[config.mk]
export PLATFORM = sky130hd
export DESIGN_NAME = secuenciador_alu_condicional
export DESIGN_NICKNAME = d
export VERILOG_FILES = /design/src/rtl/secuenciador_alu_condicional_pkg.sv /design/src/rtl/secuenciador_alu_condicional_evaluador.sv /design/src/rtl/secuenciador_alu_condicional.sv
export SDC_FILE = /design/constraint.sdc
export NUM_CORES = 1
export LEC_CHECK = 0
export BUFFER_PORTS_ARGS = -buffer_cell sky130_fd_sc_hd__buf_4
export CAP_MARGIN = 20
export CORE_AREA = 2 2 71 73
export CTS_CLUSTER_SIZE = 30
export DETAILED_ROUTE_END_ITERATION = 10
export DIE_AREA = 0 0 73 75
export PLACE_DENSITY = 0.73
export SLEW_MARGIN = 40
export SYNTH_ARGS = -nofsm -noshare
export SYNTH_HDL_FRONTEND = slang
export SYNTH_SLANG_ARGS = --single-unit
[constraint.sdc]
create_clock -name clk -period 3.7 [get_ports clk]
set_clock_uncertainty 0.05 [all_clocks]
set_input_delay 0.185 -clock clk [delete_from_list [all_inputs] [get_ports clk]]
set_output_delay 0.185 -clock clk [all_outputs]
set_load 0.01 [all_outputs]
[src/rtl/secuenciador_alu_condicional_pkg.sv]
// rtl/secuenciador_alu_condicional_pkg.sv - shared types and constants for the conditional ALU sequencer
package pkg_secuenciador_alu;

  typedef enum logic [1:0] {
    INACTIVO  = 2'd0,
    EVALUA    = 2'd1,
    EJECUTA   = 2'd2,
    RESPUESTA = 2'd3
  } estado_t;

  localparam logic [3:0] COND_EQ = 4'h0;
  localparam logic [3:0] COND_NE = 4'h1;
  localparam logic [3:0] COND_CS = 4'h2;
  localparam logic [3:0] COND_CC = 4'h3;
  localparam logic [3:0] COND_MI = 4'h4;
  localparam logic [3:0] COND_PL = 4'h5;
  localparam logic [3:0] COND_VS = 4'h6;
  localparam logic [3:0] COND_VC = 4'h7;
  localparam logic [3:0] COND_HI = 4'h8;
  localparam logic [3:0] COND_LS = 4'h9;
  localparam logic [3:0] COND_GE = 4'hA;
  localparam logic [3:0] COND_LT = 4'hB;
  localparam logic [3:0] COND_GT = 4'hC;
  localparam logic [3:0] COND_LE = 4'hD;
  localparam logic [3:0] COND_AL = 4'hE;
  localparam logic [3:0] COND_NV = 4'hF;

  localparam int BAND_N = 0;
  localparam int BAND_Z = 1;
  localparam int BAND_C = 2;
  localparam int BAND_V = 3;

endpackage

[src/rtl/secuenciador_alu_condicional_evaluador.sv]
// rtl/secuenciador_alu_condicional_evaluador.sv - condition code test against the NZCV flags
module evaluador_condicion
  import pkg_secuenciador_alu::*;
(
  input  logic [3:0] cond,
  input  logic [3:0] banderas,
  output logic       pasa
);

  logic n, z, c, v;

  assign n = banderas[BAND_N];
  assign z = banderas[BAND_Z];
  assign c = banderas[BAND_C];
  assign v = banderas[BAND_V];

  always_comb begin
    pasa = 1'b0;
    case (cond)
      COND_EQ: pasa = z;
      COND_NE: pasa = !z;
      COND_CS: pasa = c;
      COND_CC: pasa = !c;
      COND_MI: pasa = n;
      COND_PL: pasa = !n;
      COND_VS: pasa = v;
      COND_VC: pasa = !v;
      COND_HI: pasa = c && !z;
      COND_LS: pasa = !c || z;
      COND_GE: pasa = (n == v);
      COND_LT: pasa = (n != v);
      COND_GT: pasa = !z && (n == v);
      COND_LE: pasa = z || (n != v);
      COND_AL: pasa = 1'b1;
      COND_NV: pasa = 1'b0;
      default: pasa = 1'b0;
    endcase
  end

endmodule

[src/rtl/secuenciador_alu_condicional.sv]
// rtl/secuenciador_alu_condicional.sv - conditional op sequencer driving the shared ALU, owns NZCV flags
module secuenciador_alu_condicional
  import pkg_secuenciador_alu::*;
#(
  parameter int ANCHO        = 3,
  parameter int LATENCIA_ALU = 1
) (
  input  logic             clk,
  input  logic             rst,
  input  logic             sol_valida,
  output logic             sol_lista,
  input  logic [3:0]       sol_op,
  input  logic [ANCHO:0]   sol_a,
  input  logic [ANCHO:0]   sol_b,
  input  logic [3:0]       sol_cond,
  input  logic             sol_s,
  output logic [3:0]       alu_op,
  output logic [ANCHO:0]   alu_a,
  output logic [ANCHO:0]   alu_b,
  input  logic [ANCHO:0]   alu_resultado,
  input  logic             alu_carry,
  input  logic             alu_borrow,
  input  logic             alu_overflow,
  output logic             res_valida,
  input  logic             res_lista,
  output logic [ANCHO:0]   res_dato,
  output logic             res_ejecutada,
  output logic [3:0]       banderas,
  input  logic             band_escribe,
  input  logic [3:0]       band_dato
);

  localparam int CNT_W = (LATENCIA_ALU > 1) ? $clog2(LATENCIA_ALU) : 1;
  localparam logic [CNT_W-1:0] CNT_FIN = CNT_W'(LATENCIA_ALU - 1);

  estado_t          estado_q, estado_d;
  logic [3:0]       op_q, op_d;
  logic [ANCHO:0]   a_q, a_d;
  logic [ANCHO:0]   b_q, b_d;
  logic [3:0]       cond_q, cond_d;
  logic             s_q, s_d;
  logic [3:0]       alu_op_q, alu_op_d;
  logic [ANCHO:0]   alu_a_q, alu_a_d;
  logic [ANCHO:0]   alu_b_q, alu_b_d;
  logic [CNT_W-1:0] cnt_q, cnt_d;
  logic [ANCHO:0]   res_dato_q, res_dato_d;
  logic             res_ejec_q, res_ejec_d;
  logic [3:0]       banderas_q, banderas_d;
  logic             pasa;

  // Evaluated against the registered flags, so a same-cycle external write is not seen
  evaluador_condicion u_evaluador (
    .cond     (cond_q),
    .banderas (banderas_q),
    .pasa     (pasa)
  );

  always_comb begin
    estado_d   = estado_q;
    op_d       = op_q;
    a_d        = a_q;
    b_d        = b_q;
    cond_d     = cond_q;
    s_d        = s_q;
    alu_op_d   = alu_op_q;
    alu_a_d    = alu_a_q;
    alu_b_d    = alu_b_q;
    cnt_d      = cnt_q;
    res_dato_d = res_dato_q;
    res_ejec_d = res_ejec_q;
    banderas_d = banderas_q;

    case (estado_q)
      INACTIVO: begin
        if (sol_valida) begin
          op_d     = sol_op;
          a_d      = sol_a;
          b_d      = sol_b;
          cond_d   = sol_cond;
          s_d      = sol_s;
          estado_d = EVALUA;
        end
      end
      EVALUA: begin
        if (pasa) begin
          alu_op_d = op_q;
          alu_a_d  = a_q;
          alu_b_d  = b_q;
          cnt_d    = '0;
          estado_d = EJECUTA;
        end else begin
          res_dato_d = '0;
          res_ejec_d = 1'b0;
          estado_d   = RESPUESTA;
        end
      end
      EJECUTA: begin
        cnt_d = cnt_q + 1'b1;
        if (cnt_q == CNT_FIN) begin
          res_dato_d = alu_resultado;
          res_ejec_d = 1'b1;
          if (s_q) begin
            banderas_d = {alu_overflow, alu_carry, (alu_resultado == '0), alu_borrow};
          end
          estado_d = RESPUESTA;
        end
      end
      RESPUESTA: begin
        if (res_lista) begin
          estado_d = INACTIVO;
        end
      end
      default: estado_d = INACTIVO;
    endcase

    // Context restore overrides any flag update landing on the same edge
    if (band_escribe) begin
      banderas_d = band_dato;
    end
  end

  always_ff @(posedge clk) begin
    if (rst) begin
      estado_q   <= INACTIVO;
      op_q       <= '0;
      a_q        <= '0;
      b_q        <= '0;
      cond_q     <= '0;
      s_q        <= 1'b0;
      alu_op_q   <= '0;
      alu_a_q    <= '0;
      alu_b_q    <= '0;
      cnt_q      <= '0;
      res_dato_q <= '0;
      res_ejec_q <= 1'b0;
      banderas_q <= '0;
    end else begin
      estado_q   <= estado_d;
      op_q       <= op_d;
      a_q        <= a_d;
      b_q        <= b_d;
      cond_q     <= cond_d;
      s_q        <= s_d;
      alu_op_q   <= alu_op_d;
      alu_a_q    <= alu_a_d;
      alu_b_q    <= alu_b_d;
      cnt_q      <= cnt_d;
      res_dato_q <= res_dato_d;
      res_ejec_q <= res_ejec_d;
      banderas_q <= banderas_d;
    end
  end

  assign sol_lista     = (estado_q == INACTIVO);
  assign res_valida    = (estado_q == RESPUESTA);
  assign alu_op        = alu_op_q;
  assign alu_a         = alu_a_q;
  assign alu_b         = alu_b_q;
  assign res_dato      = res_dato_q;
  assign res_ejecutada = res_ejec_q;
  assign banderas      = banderas_q;

endmodule

Word-level counts from Yosys, hierarchy flattened

Cells that the tools add are included.

$add $sub $neg: 1
Multiply operators: 0
Div/mod/pow operators: 0
Magnitude comparators: 0
Equal/unequal tests: 26
Shift-type cells: 0
Mux-type cells: 18
Bitwise gates (word level): 0
Reduce and logical (&&, ||, !) cells: 20

Operator list:

| operator              | number |
|---|---|
| $eq A4 B4 Y1 const B  | 8 |
| $mux W4               | 6 |
| $eq A4 B3 Y1 const B  | 4 |
| $pmux W1 S16          | 1 |
| $ne A2 B2 Y1 const B  | 5 |
| $reduce_and A3 Y1     | 3 |
| $eq A4 B2 Y1 const B  | 2 |
| $logic_not A4 Y1      | 2 |
| $pmux W2 S4           | 1 |
| $pmux W4 S2           | 1 |
| $mux W2               | 3 |
| $reduce_and A2 Y1     | 3 |
| $reduce_bool A2 Y1    | 3 |
| $eq A2 B2 Y1 const B  | 2 |
| $eq A4 B1 Y1 const B  | 1 |
| $logic_not A1 Y1      | 4 |
| $mux W1               | 4 |
| $pmux W1 S2           | 2 |
| $eq A2 B1 Y1 const B  | 1 |
| $logic_and A1 B1 Y1   | 2 |
| $logic_not A2 Y1      | 1 |
| $logic_or A1 B1 Y1    | 2 |
| $ne A2 B1 Y1 const B  | 1 |
| $add A1 B1 Y1 const B | 1 |
| 2 further kinds       | 2 |

Register bits after elaboration: 41
Bits in latches: 0
Memory bits (writable): 0
Bits in read-only memories: 0
Output and inout port bits: 23
Logic and storage cells: 78
Memories kept: 0

Longest topological paths before layout

Gate-level depths: netlist of the first run.

Depth in word-level cells: 5
Depth in mapped cells: 8
Gate-level depth less buffers: 7

By module

Synthesis of the first run repeated with hierarchy kept, for this count alone.

Cells, all modules: 215
Area, all modules: 1749.2 um2

Modules (own cells, without submodules):

| module                       | instances | cells an instance | area each (um2) |
|---|---|---|---|
| secuenciador_alu_condicional | 1         | 192               | 1594.0 |
| evaluador_condicion          | 1         | 23                | 155.1 |

Least setup slack after synthesis of the first run

OpenSTA, ideal clock, no wires.

Path type: register -> register
From: register banderas_q[0] (netlist: banderas[0])
To: register alu_a_q[0] (netlist: alu_a[0])
Arrival: 1812 ps
Path slack: 1719 ps
Cell stages (with the launch flop): 8
Buffers on the path: 2
Cells stage by stage: dfxtp_1 -> or4b_1 -> o211ai_2 -> o32ai_2 -> o311a_1 -> buf_6 -> buf_6 -> mux2i_1

Longest elaborated chain between the ends: 4
Elaborated cells on any way between the ends: 7
Classes of those cells: eq/ne: 2; mux: 1; reduce/logical: 4

RTL lines:

| what                                                             | RTL line                                                                                   | source |
|---|---|---|
| start, declared                                                  | secuenciador_alu_condicional.sv:48                                                         | `logic [3:0] banderas_q, banderas_d;` |
| start signal, assigned                                           | secuenciador_alu_condicional.sv:150                                                        | `banderas_q <= banderas_d;` |
| $ne A1 B1 Y1 / $eq A1 B1 Y1 (equally long branches)              | n/a                                                                                        |  |
| $logic_or A1 B1 Y1 / $logic_and A1 B1 Y1 (equally long branches) | secuenciador_alu_condicional_evaluador.sv:33, secuenciador_alu_condicional_evaluador.sv:32 |  |
| $pmux W1 S16 *                                                   | secuenciador_alu_condicional_evaluador.sv:19                                               | `case (cond)` |
| $reduce_and A2 Y1 (no source line) *                             | n/a                                                                                        |  |
| end signal, assigned                                             | secuenciador_alu_condicional.sv:145                                                        | `alu_a_q <= alu_a_d;` |
| end, declared                                                    | secuenciador_alu_condicional.sv:43                                                         | `logic [ANCHO:0] alu_a_q, alu_a_d;` |

Mark *: on every way between the ends. The rest lies on a longest branch, timed or not.
A chain may end at the register's enable or synchronous reset.

Worst setup path after layout of the first run

From: register cond_q[1]
To: register res_dato_q[2] (netlist: res_dato[2])

Longest elaborated chain between the ends: 4
Elaborated cells on any way between the ends: 19
Classes of those cells: eq/ne: 16; mux: 1; reduce/logical: 2

RTL lines:

| what                                       | RTL line                                     | source |
|---|---|---|
| start, declared                            | secuenciador_alu_condicional.sv:40           | `logic [3:0] cond_q, cond_d;` |
| start signal, assigned                     | secuenciador_alu_condicional.sv:142          | `cond_q <= cond_d;` |
| $eq A4 B4 Y1, or another cell as far along | secuenciador_alu_condicional_evaluador.sv:19 |  |
| $pmux W1 S16 *                             | secuenciador_alu_condicional_evaluador.sv:19 |  |
| $ne A2 B2 Y1 (no source line) *            | n/a                                          |  |
| $reduce_and A3 Y1 (no source line) *       | n/a                                          |  |
| end signal, assigned                       | secuenciador_alu_condicional.sv:148          | `res_dato_q <= res_dato_d;` |
| end, declared                              | secuenciador_alu_condicional.sv:46           | `logic [ANCHO:0] res_dato_q, res_dato_d;` |

Marks and branches as above.

==> results of run 1 <==
cell type report:
cell class | instances | area share [%]
inverters | 15 | 2.255
well taps | 54 | 2.705
multi-input cells | 172 | 40.83
clock buffers | 6 | 3.307
clock inverters | 2 | 1.503
flip-flops and latches | 41 | 32.87
repair buffers | 55 | 16.53
power by group:
group	internal, mW	switching [mW]	leakage (nW)
Combinational	0.218	0.263	0.642
Clock	0.219	0.155	0.0574
Sequential	0.512	0.0625	0.334
sequential cells by signal, indices dropped and copies added, names as in the netlist:
name / cells
op_q: 4
a_q: 4
alu_op: 4
b_q: 4
banderas: 4
res_dato: 4
cnt_q: 1
alu_a: 4
res_ejecutada: 1
alu_b: 4
s_q: 1
cond_q: 4
estado_q: 2
metal layers:
metal	vias to the layer above	GRT usage [%]	wire length, um
li1	921	-	-
met1	820	21.88	2064
met2	37	26.93	2028
met3	5	4.150	194
met4	0	3.086	39
met5	-	0	0
kinds of logic after synthesis:
logic type / synth area share, %
mux: 8.147
xor+xnor: 0.4457
buf+inv: 6.428
fa+ha+maj: 2.546
flops: 41.76
compound gates: 16.36
simple gates: 24.32
cell usage after synthesis, types with 2 or more instances:
library cell   n  area, sq um
buf_2          2        10.01
nor3b_1        2        15.01
ha_1           4        50.05
a21oi_1       22        110.1
dfxtp_1       41        820.8
o32ai_1        5        43.79
nand3_1        3        15.01
o221ai_1       2        17.52
mux2i_1       16        160.2
clkbuf_1       9        33.78
buf_6          2        22.52
and3_1         2        12.51
nor2_1         9        33.78
nor2b_1        6        37.54
inv_1         14        52.55
nand2b_1       2        12.51
nand2_1       66        247.7
o311ai_1       2        17.52
o21ai_0        3        15.01
o31ai_1        2        15.01
through the flow:
stage                     hold WS, ns  power, mW
after detailed placement       0.3933      1.066
after global placement         0.3883      1.054
after global routing          0.08372      1.532
final                         0.08639      1.430
after floorplan                0.2710     0.9337
after CTS                     0.08044      1.440
worst max-delay path: cells and delay by family (launching register included):
| kind | cells | cell delay [ns] |
|---|---|---|
| flip-flops | 1 | 0.56 |
| AO/OA/AOI/OAI | 3 | 1.10 |
| AND/OR/NAND/NOR | 2 | 0.43 |
worst max-delay path by stage:
stage                            from       endpoint  slack (ns)  cells past startpoint
after CTS                   cond_q[3]    res_dato[2]        1.44                      5
after global placement      cond_q[0]  res_ejecutada        1.32                      5
after floorplan           banderas[0]       alu_a[0]        1.72                      7
final                       cond_q[1]    res_dato[2]        1.46                      5
after global routing        cond_q[1]    res_dato[3]        1.29                      5
after detailed placement    cond_q[3]    res_dato[2]        1.45                      5
==> run metrics, run 1 <==
Post-Route WL 4.327 mm; Max Freq 446.0 MHz; Util after Layout 53.58%; Syn Nets 279; hold_sp sol_op[1]; largest vdd supply drop 0.3495 mV; post-synthesis register bit count 41; Final ANT Viol Nets 0; Slew @ Worst Pin 0.7066 ns; Max Slew Vio Count 0; Leak 1.033 nW; placed cells 337; Rel. slew slack 52.60%; die area 5475 sq um; R2R setup slack 1.46 ns; Main synth FF type dfxtp_1; Clock Pin Slew Worst Setup and Hold Paths 0.08 ns; synthesized area per cell 8.122 sq um; Mapped Area 1966 sq um; share of cells above drive strength 1 23.37%; area grow syn2layout 27.05%; routability cong. 0.7931; post_cts resized 0; Die H 75 um; Vias/cell 5.168; CP startpoint kind flip-flop; Post-synth EDFFs 0; cells along the critical path and4b_1 -> a31oi_1 -> nand3_1 -> o311a_2 -> o32ai_1; Post-CTS Hold Fix Bufs 0; grt total ovfl 0; final period utilization 60.60%; reg2reg start cond_q[1]; CORE AREA 4661 sq um; commonest non-fill, non-tap cell in the layout nand2_1; area of the multi-input gates 1020 sq um; RSZ-0062 raised after global routing false; CTS tree built; Initial DRT Pass Iterations 4; clk_lat worst skew 0.29 ns; r2r worst-path depth 5; Worst Path Arrival 2.39 ns; H-tree levels 2; PwrDens 572.6 nW/um^2; CP endpoint kind flip-flop; pin count of the biggest net entering global routing 29; critical path type flip-flop to flip-flop; dpl cell area 2377 sq um; sequential-to-total area share from yosys stat 41.76%; die width 73 um; Hold Path End op_q[1]; Residual DRC 0; run status finished clean; Synth Warn # 0; CTS root buf clkbuf_8; Async S/R FF share, synth 0%; CTS sink count 41; IO buf count 55; minimum clock period 2.242 ns; routed len/inst 12.54 um; CP Data Required Time 3.85 ns; hold depth 3; number of DRC markers in iteration 0 119; Setup WS pre-CTS 1.453 ns; CP max stage delay 0.63 ns; Ports 56; worst-path fanout max 18; Antenna Diode Count 0; Final Non-Filler Cells 345; Hold Fails Final Rpt 0; first-pass GRT wire length 7.058 mm; worst min-delay path category input port to flip-flop; DP Wirelength 3.069 mm; cts bufs inserted 5; num rows 25; initial core utilization 42.17%; CP max-delay cell o311a_2; clk buf depth 2; synthesized netlist cell count 242; Distinct cells, synth 48; maxcap violations 0; commonest cells after routing, fill and taps aside nand2_1 (66), buf_4 (55), dfxtp_1 (41); vias in the first global route 1632; via count 1783; setup TNS 0 ns; RR Endpoint res_dato[2]; final worst slack 1.458 ns; Filler cells 441; cell area after layout 2497 sq um; postcts setup bufs 0; initial antenna violation count 0; GRT Util Overall 16.32%; Sequential Area 820.8 sq um; # setup viols final 0; nets 327
Power figures use the tool's default switching activity.
==> run 2: changes to the inputs <==
clock period = 2.1 ns   (was 3.7 ns; I/O delays follow)
==> run metrics, run 2 (same netlist as run 1, synthesis figures left out) <==
Leak 1.094 nW (was 1.033 nW); Ports 56 (unchanged); initial antenna violation count 0 (unchanged); initial core utilization 42.17% (unchanged); run status finished clean (unchanged); hold depth 3 (unchanged); placed cells 346 (was 337); pin count of the biggest net entering global routing 26 (was 29); clk_lat worst skew 0.29 ns (about the same); commonest non-fill, non-tap cell in the layout nand2_1 (unchanged); final period utilization 91.82% (was 60.60%); RSZ-0062 raised after global routing false (unchanged); Vias/cell 5.061 (was 5.168); vias in the first global route 1628 (was 1632); total power 2.478 mW (was 1.430 mW); area grow syn2layout 32.53% (was 27.05%); DP Wirelength 3.156 mm (was 3.069 mm); setup TNS 0 ns (unchanged); H-tree levels 2 (unchanged); nets 340 (was 327); first-pass GRT wire length 7.286 mm (was 7.058 mm); Initial DRT Pass Iterations 4 (unchanged); Rel. slew slack 62.02% (was 52.60%); CP Data Required Time 2.23 ns (was 3.85 ns); Antenna Diode Count 0 (unchanged); PwrDens 951.2 nW/um^2 (was 572.6 nW/um^2); area of the multi-input gates 1036 sq um (was 1020 sq um); Post-Route WL 4.338 mm (was 4.327 mm); R2R setup slack 0.17 ns (was 1.46 ns); Hold Fails Final Rpt 0 (unchanged); IO buf count 55 (unchanged); r2r worst-path depth 7 (was 5); grt total ovfl 0 (unchanged); routability cong. 0.8110 (was 0.7931); maxcap violations 0 (unchanged); hold_sp sol_b[1] (was sol_op[1]); reg2reg start banderas[3] (was cond_q[1]); Worst Path Arrival 2.06 ns (was 2.39 ns); Max Slew Vio Count 0 (unchanged); CP endpoint kind flip-flop (unchanged); commonest cells after routing, fill and taps aside nand2_1 (66), buf_4 (63), dfxtp_1 (38) (was nand2_1 (66), buf_4 (55), dfxtp_1 (41)); largest vdd supply drop 0.6652 mV (was 0.3495 mV); Max Freq 518.6 MHz (was 446.0 MHz); Clock Pin Slew Worst Setup and Hold Paths 0.08 ns (about the same); clk buf depth 2 (unchanged); number of DRC markers in iteration 0 63 (was 119); minimum clock period 1.928 ns (was 2.242 ns); critical path type flip-flop to flip-flop (unchanged); die area 5475 sq um (unchanged); Final ANT Viol Nets 0 (unchanged); die width 73 um (unchanged); GRT Util Overall 16.71% (was 16.32%); Hold Path End b_q[1] (was op_q[1]); worst min-delay path category input port to flip-flop (unchanged); worst-path fanout max 9 (was 18); CTS tree built (unchanged); CTS root buf clkbuf_8 (unchanged); Die H 75 um (unchanged); CTS sink count 41 (unchanged); CORE AREA 4661 sq um (unchanged); Final Non-Filler Cells 358 (was 345); routed len/inst 12.12 um (was 12.54 um); via count 1812 (was 1783); Filler cells 453 (was 441); CP startpoint kind flip-flop (unchanged); num rows 25 (unchanged); # setup viols final 0 (unchanged); share of cells above drive strength 1 26.64% (was 23.37%); hold_ws 0.005390 ns (was 0.08639 ns); RR Endpoint res_dato[1] (was res_dato[2]); Residual DRC 0 (unchanged); cts bufs inserted 5 (unchanged); Sequential Area 824.5 sq um (was 820.8 sq um); Slew @ Worst Pin 0.5683 ns (was 0.7066 ns)
==> run 2: metal layers <==
metal	global-route usage (%)	up-vias	share of wire [%]
li1	-	954	-
met1	23.21	815	49
met2	26.13	38	45
met3	3.748	5	4.4
met4	4.938	0	1.2
met5	0	-	0
==> run 2: timing repair <==
| action | in CTS | in global routing |
|---|---|---|
| endpoints found under the setup margin | 0 | 18 |
| gates resized for setup | 0 | 6 |
| buffers inserted | 0 | 0 |
| endpoints found under the hold margin | 4 | 0 |
| hold buffers | 4 | 0 |
==> run 2: final cells by class <==
type                            instances  area share, %
Inverter                               15          2.161
Clock inverter                          2         0.5283
Timing Repair Buffer                   68          20.12
Multi-Input combinational cell        172          39.77
Clock buffer                            6          3.170
Tap cell                               54          2.594
Sequential cell                        41          31.65
==> run 2: worst max-delay path by stage <==
stage / start / endpoint / slack [ns]
floorplan: banderas[0] / alu_a[0] / 0.12
global placement: banderas[3] / alu_op[1] / 0.1
detailed placement: cond_q[0] / alu_a[3] / 0.05
CTS: cond_q[0] / alu_a[3] / 0.03
global route: cond_q[1] / res_dato[2] / 0.002
finish: banderas[3] / res_dato[1] / 0.17
==> run 2: critical path, cell delays in order, from the launching register on <==
cell      delay (ns)
dfxtp_2         0.37
or4b_1          0.53
o211ai_2        0.10
o32ai_2         0.12
buf_4           0.16
o311ai_1        0.26
buf_4           0.17
o32ai_1         0.07
==> run 2: through the flow <==
step	area [sq um]	utilization (%)	setup WS, ns
after floorplan	1966	-	0.1187
after global placement	2444	52.43	0.09751
after detailed placement	2444	52.43	0.04742
after CTS	2580	55.36	0.02741
after global routing	2605	55.89	0.002373
final	2605	55.89	0.1717
==> run 2: where the power goes <==
group	internal [mW]	total, mW	switching, mW
Sequential	0.903	1.00	0.100
Clock	0.266	0.546	0.279
Combinational	0.441	0.929	0.488
Total	1.61	2.48	0.868
==> run 3: changes to the inputs <==
CORE_AREA = 8 8 72 74   (was 2 2 71 73)
DIE_AREA = 0 0 80 82   (was 0 0 73 75)
PLACE_DENSITY = 0.82   (was 0.73)
SLEW_MARGIN = 20   (was 40)
==> run metrics, run 3 (same netlist as run 1, synthesis figures left out) <==
run status finished clean (unchanged); initial core utilization 47.43% (was 42.17%); # setup viols final 0 (unchanged); commonest non-fill, non-tap cell in the layout buf_4 (was nand2_1); dpl cell area 2471 sq um (was 2444 sq um); CP Data Required Time 2.23 ns (about the same); Die H 82 um (was 75 um); final period utilization 96.60% (was 91.82%); clk_lat worst skew 0.29 ns (about the same); commonest cells after routing, fill and taps aside buf_4 (69), nand2_1 (66), dfxtp_1 (40) (was nand2_1 (66), buf_4 (63), dfxtp_1 (38)); cells along the critical path or4b_1 -> o211ai_2 -> o32ai_2 -> o311a_1 -> buf_4 -> buf_4 -> mux2i_1 (was or4b_1 -> o211ai_2 -> o32ai_2 -> buf_4 -> o311ai_1 -> buf_4 -> o32ai_1); vias in the first global route 1922 (was 1628); Rel. slew slack 55.66% (was 62.02%); die area 6560 sq um (was 5475 sq um); cell area after layout 2596 sq um (was 2605 sq um); CTS root buf clkbuf_8 (unchanged); DP Wirelength 3.729 mm (was 3.156 mm); clk buf depth 2 (unchanged); Util after Layout 62.65% (was 55.89%); routability cong. 0.8486 (was 0.8110); Post-CTS Hold Fix Bufs 0 (was 4); share of cells above drive strength 1 26.56% (was 26.64%); worst-path fanout max 5 (was 9); Hold Fails Final Rpt 0 (unchanged); Residual DRC 0 (unchanged); hold_sp sol_a[1] (was sol_b[1]); CTS sink count 41 (unchanged); Critical Path Start banderas[3] (unchanged); internal power 1.741 mW (was 1.610 mW); Leak 1.106 nW (was 1.094 nW); Vias/cell 5.339 (was 5.061); Combinational Power Share 37.3% (was 37.5%); reg2reg start banderas[3] (unchanged); hold depth 3 (unchanged); via count 1906 (was 1812); CORE AREA 4144 sq um (was 4661 sq um); Slew @ Worst Pin 0.6590 ns (was 0.5683 ns); maxcap violations 0 (unchanged); Sw Pwr 0.8880 mW (was 0.8679 mW); Ports 56 (unchanged); Hold Path End a_q[1] (was b_q[1]); CTS tree built (unchanged); Final ANT Viol Nets 0 (unchanged); GRT Util Overall 15.63% (was 16.71%); RR Endpoint alu_a[3] (was res_dato[1]); sequential power share 38.0% (was 40.5%); R2R setup slack 0.07 ns (was 0.17 ns); area grow syn2layout 32.08% (was 32.53%); CP startpoint kind flip-flop (unchanged); initial antenna violation count 0 (unchanged); Post-Route WL 5.075 mm (was 4.338 mm); most frequent CP cell buf_4 (unchanged); nets 341 (was 340); largest vdd supply drop 0.5466 mV (was 0.6652 mV); H-tree levels 2 (unchanged); Clock Pin Slew Worst Setup and Hold Paths 0.08 ns (about the same); IO buf count 55 (unchanged); CP endpoint kind flip-flop (unchanged); worst min-delay path category input port to flip-flop (unchanged); die width 80 um (was 73 um); Max Freq 492.9 MHz (was 518.6 MHz); minimum clock period 2.029 ns (was 1.928 ns); grt total ovfl 0 (unchanged); CP max stage delay 0.52 ns (was 0.53 ns); first-pass GRT wire length 8.349 mm (was 7.286 mm); PwrDens 1013 nW/um^2 (was 951.2 nW/um^2); CP max-delay cell or4b_1 (unchanged); r2r worst-path depth 7 (unchanged); cts bufs inserted 5 (unchanged); routed len/inst 14.22 um (was 12.12 um); Worst Path Arrival 2.16 ns (was 2.06 ns); Initial DRT Pass Iterations 4 (unchanged); clock network fraction of design power 24.7% (was 22.0%); sw frac 33.77% (was 35.02%); total power 2.629 mW (was 2.478 mW); Antenna Diode Count 0 (unchanged); num rows 24 (was 25); Max Slew Vio Count 0 (unchanged); critical path type flip-flop to flip-flop (unchanged); pin count of the biggest net entering global routing 26 (unchanged); number of DRC markers in iteration 0 102 (was 63)
## run 3: cell types whose count changed in the layout (fill, tap and decap cells not counted), moves of 2 or more
| cell | previous run | this run |
|---|---|---|
| dlygate4sd3_1 | 4 | 0 |
| buf_4 | 63 | 69 |
| dfxtp_2 | 3 | 1 |
| dfxtp_1 | 38 | 40 |
## run 3: power by group through the flow
| stage | Combinational (mW) | Clock (mW) | Sequential [mW] |
|---|---|---|---|
| after floorplan | 0.639 | 0 | 1.01 |
| after global placement | 0.925 | 0 | 1.01 |
| after detailed placement | 0.952 | 0 | 1.01 |
| after CTS | 0.973 | 0.657 | 0.998 |
| after global routing | 1.09 | 0.691 | 1.02 |
| final | 0.980 | 0.650 | 1.00 |
## run 3: how the worst max path moves through the flow
stage	to	cells past startpoint
after floorplan	alu_a[0]	7
after global placement	alu_op[1]	6
after detailed placement	alu_a[1]	6
after CTS	alu_a[1]	6
after global routing	alu_b[3]	7
final	alu_a[3]	7
## run 3: critical path, delay by kind of cell (launching register included)
family          cells  cell delay, ns
compound gates      3            0.59
simple gates        1            0.52
flops               1            0.34
buf+inv             2            0.31
mux                 1            0.11
## run 3: layer usage
| metal | track usage [%] | wire length (um) |
|---|---|---|
| met3 | 5.033 | 319 |
| met1 | 17.45 | 2138 |
| met2 | 27.24 | 2546 |
| met5 | 0 | 0 |
| met4 | 5.636 | 71 |
## run 3: what timing repair did
item,4_1_cts,5_1_grt
setup endpoints to repair,0,15
buffers inserted,0,1
resized for setup,0,1
## run 3: metrics by stage
| step | TNS, ns | instances | hold WS [ns] | setup slack (ns) |
|---|---|---|---|---|
| floorplan | 0 | 242 | 0.1910 | 0.1187 |
| global placement | 0 | 348 | 0.3026 | 0.1295 |
| detailed placement | 0 | 348 | 0.3119 | 0.04524 |
| CTS | 0 | 356 | 0.00003325 | 0.01689 |
| global route | -0.005056 | 357 | 0.003499 | -0.002231 |
| finish | 0 | 357 | 0.003468 | 0.07138 |
## run 3: layout make-up
type	count	area, sq um
inverter	15	56.30
tap	52	65.06
clock buffer	7	86.33
clock inverter	1	30.03
fill	377	1548
timing repair buffer	69	518.0
multi-input combinational	172	1018
sequential	41	822.0
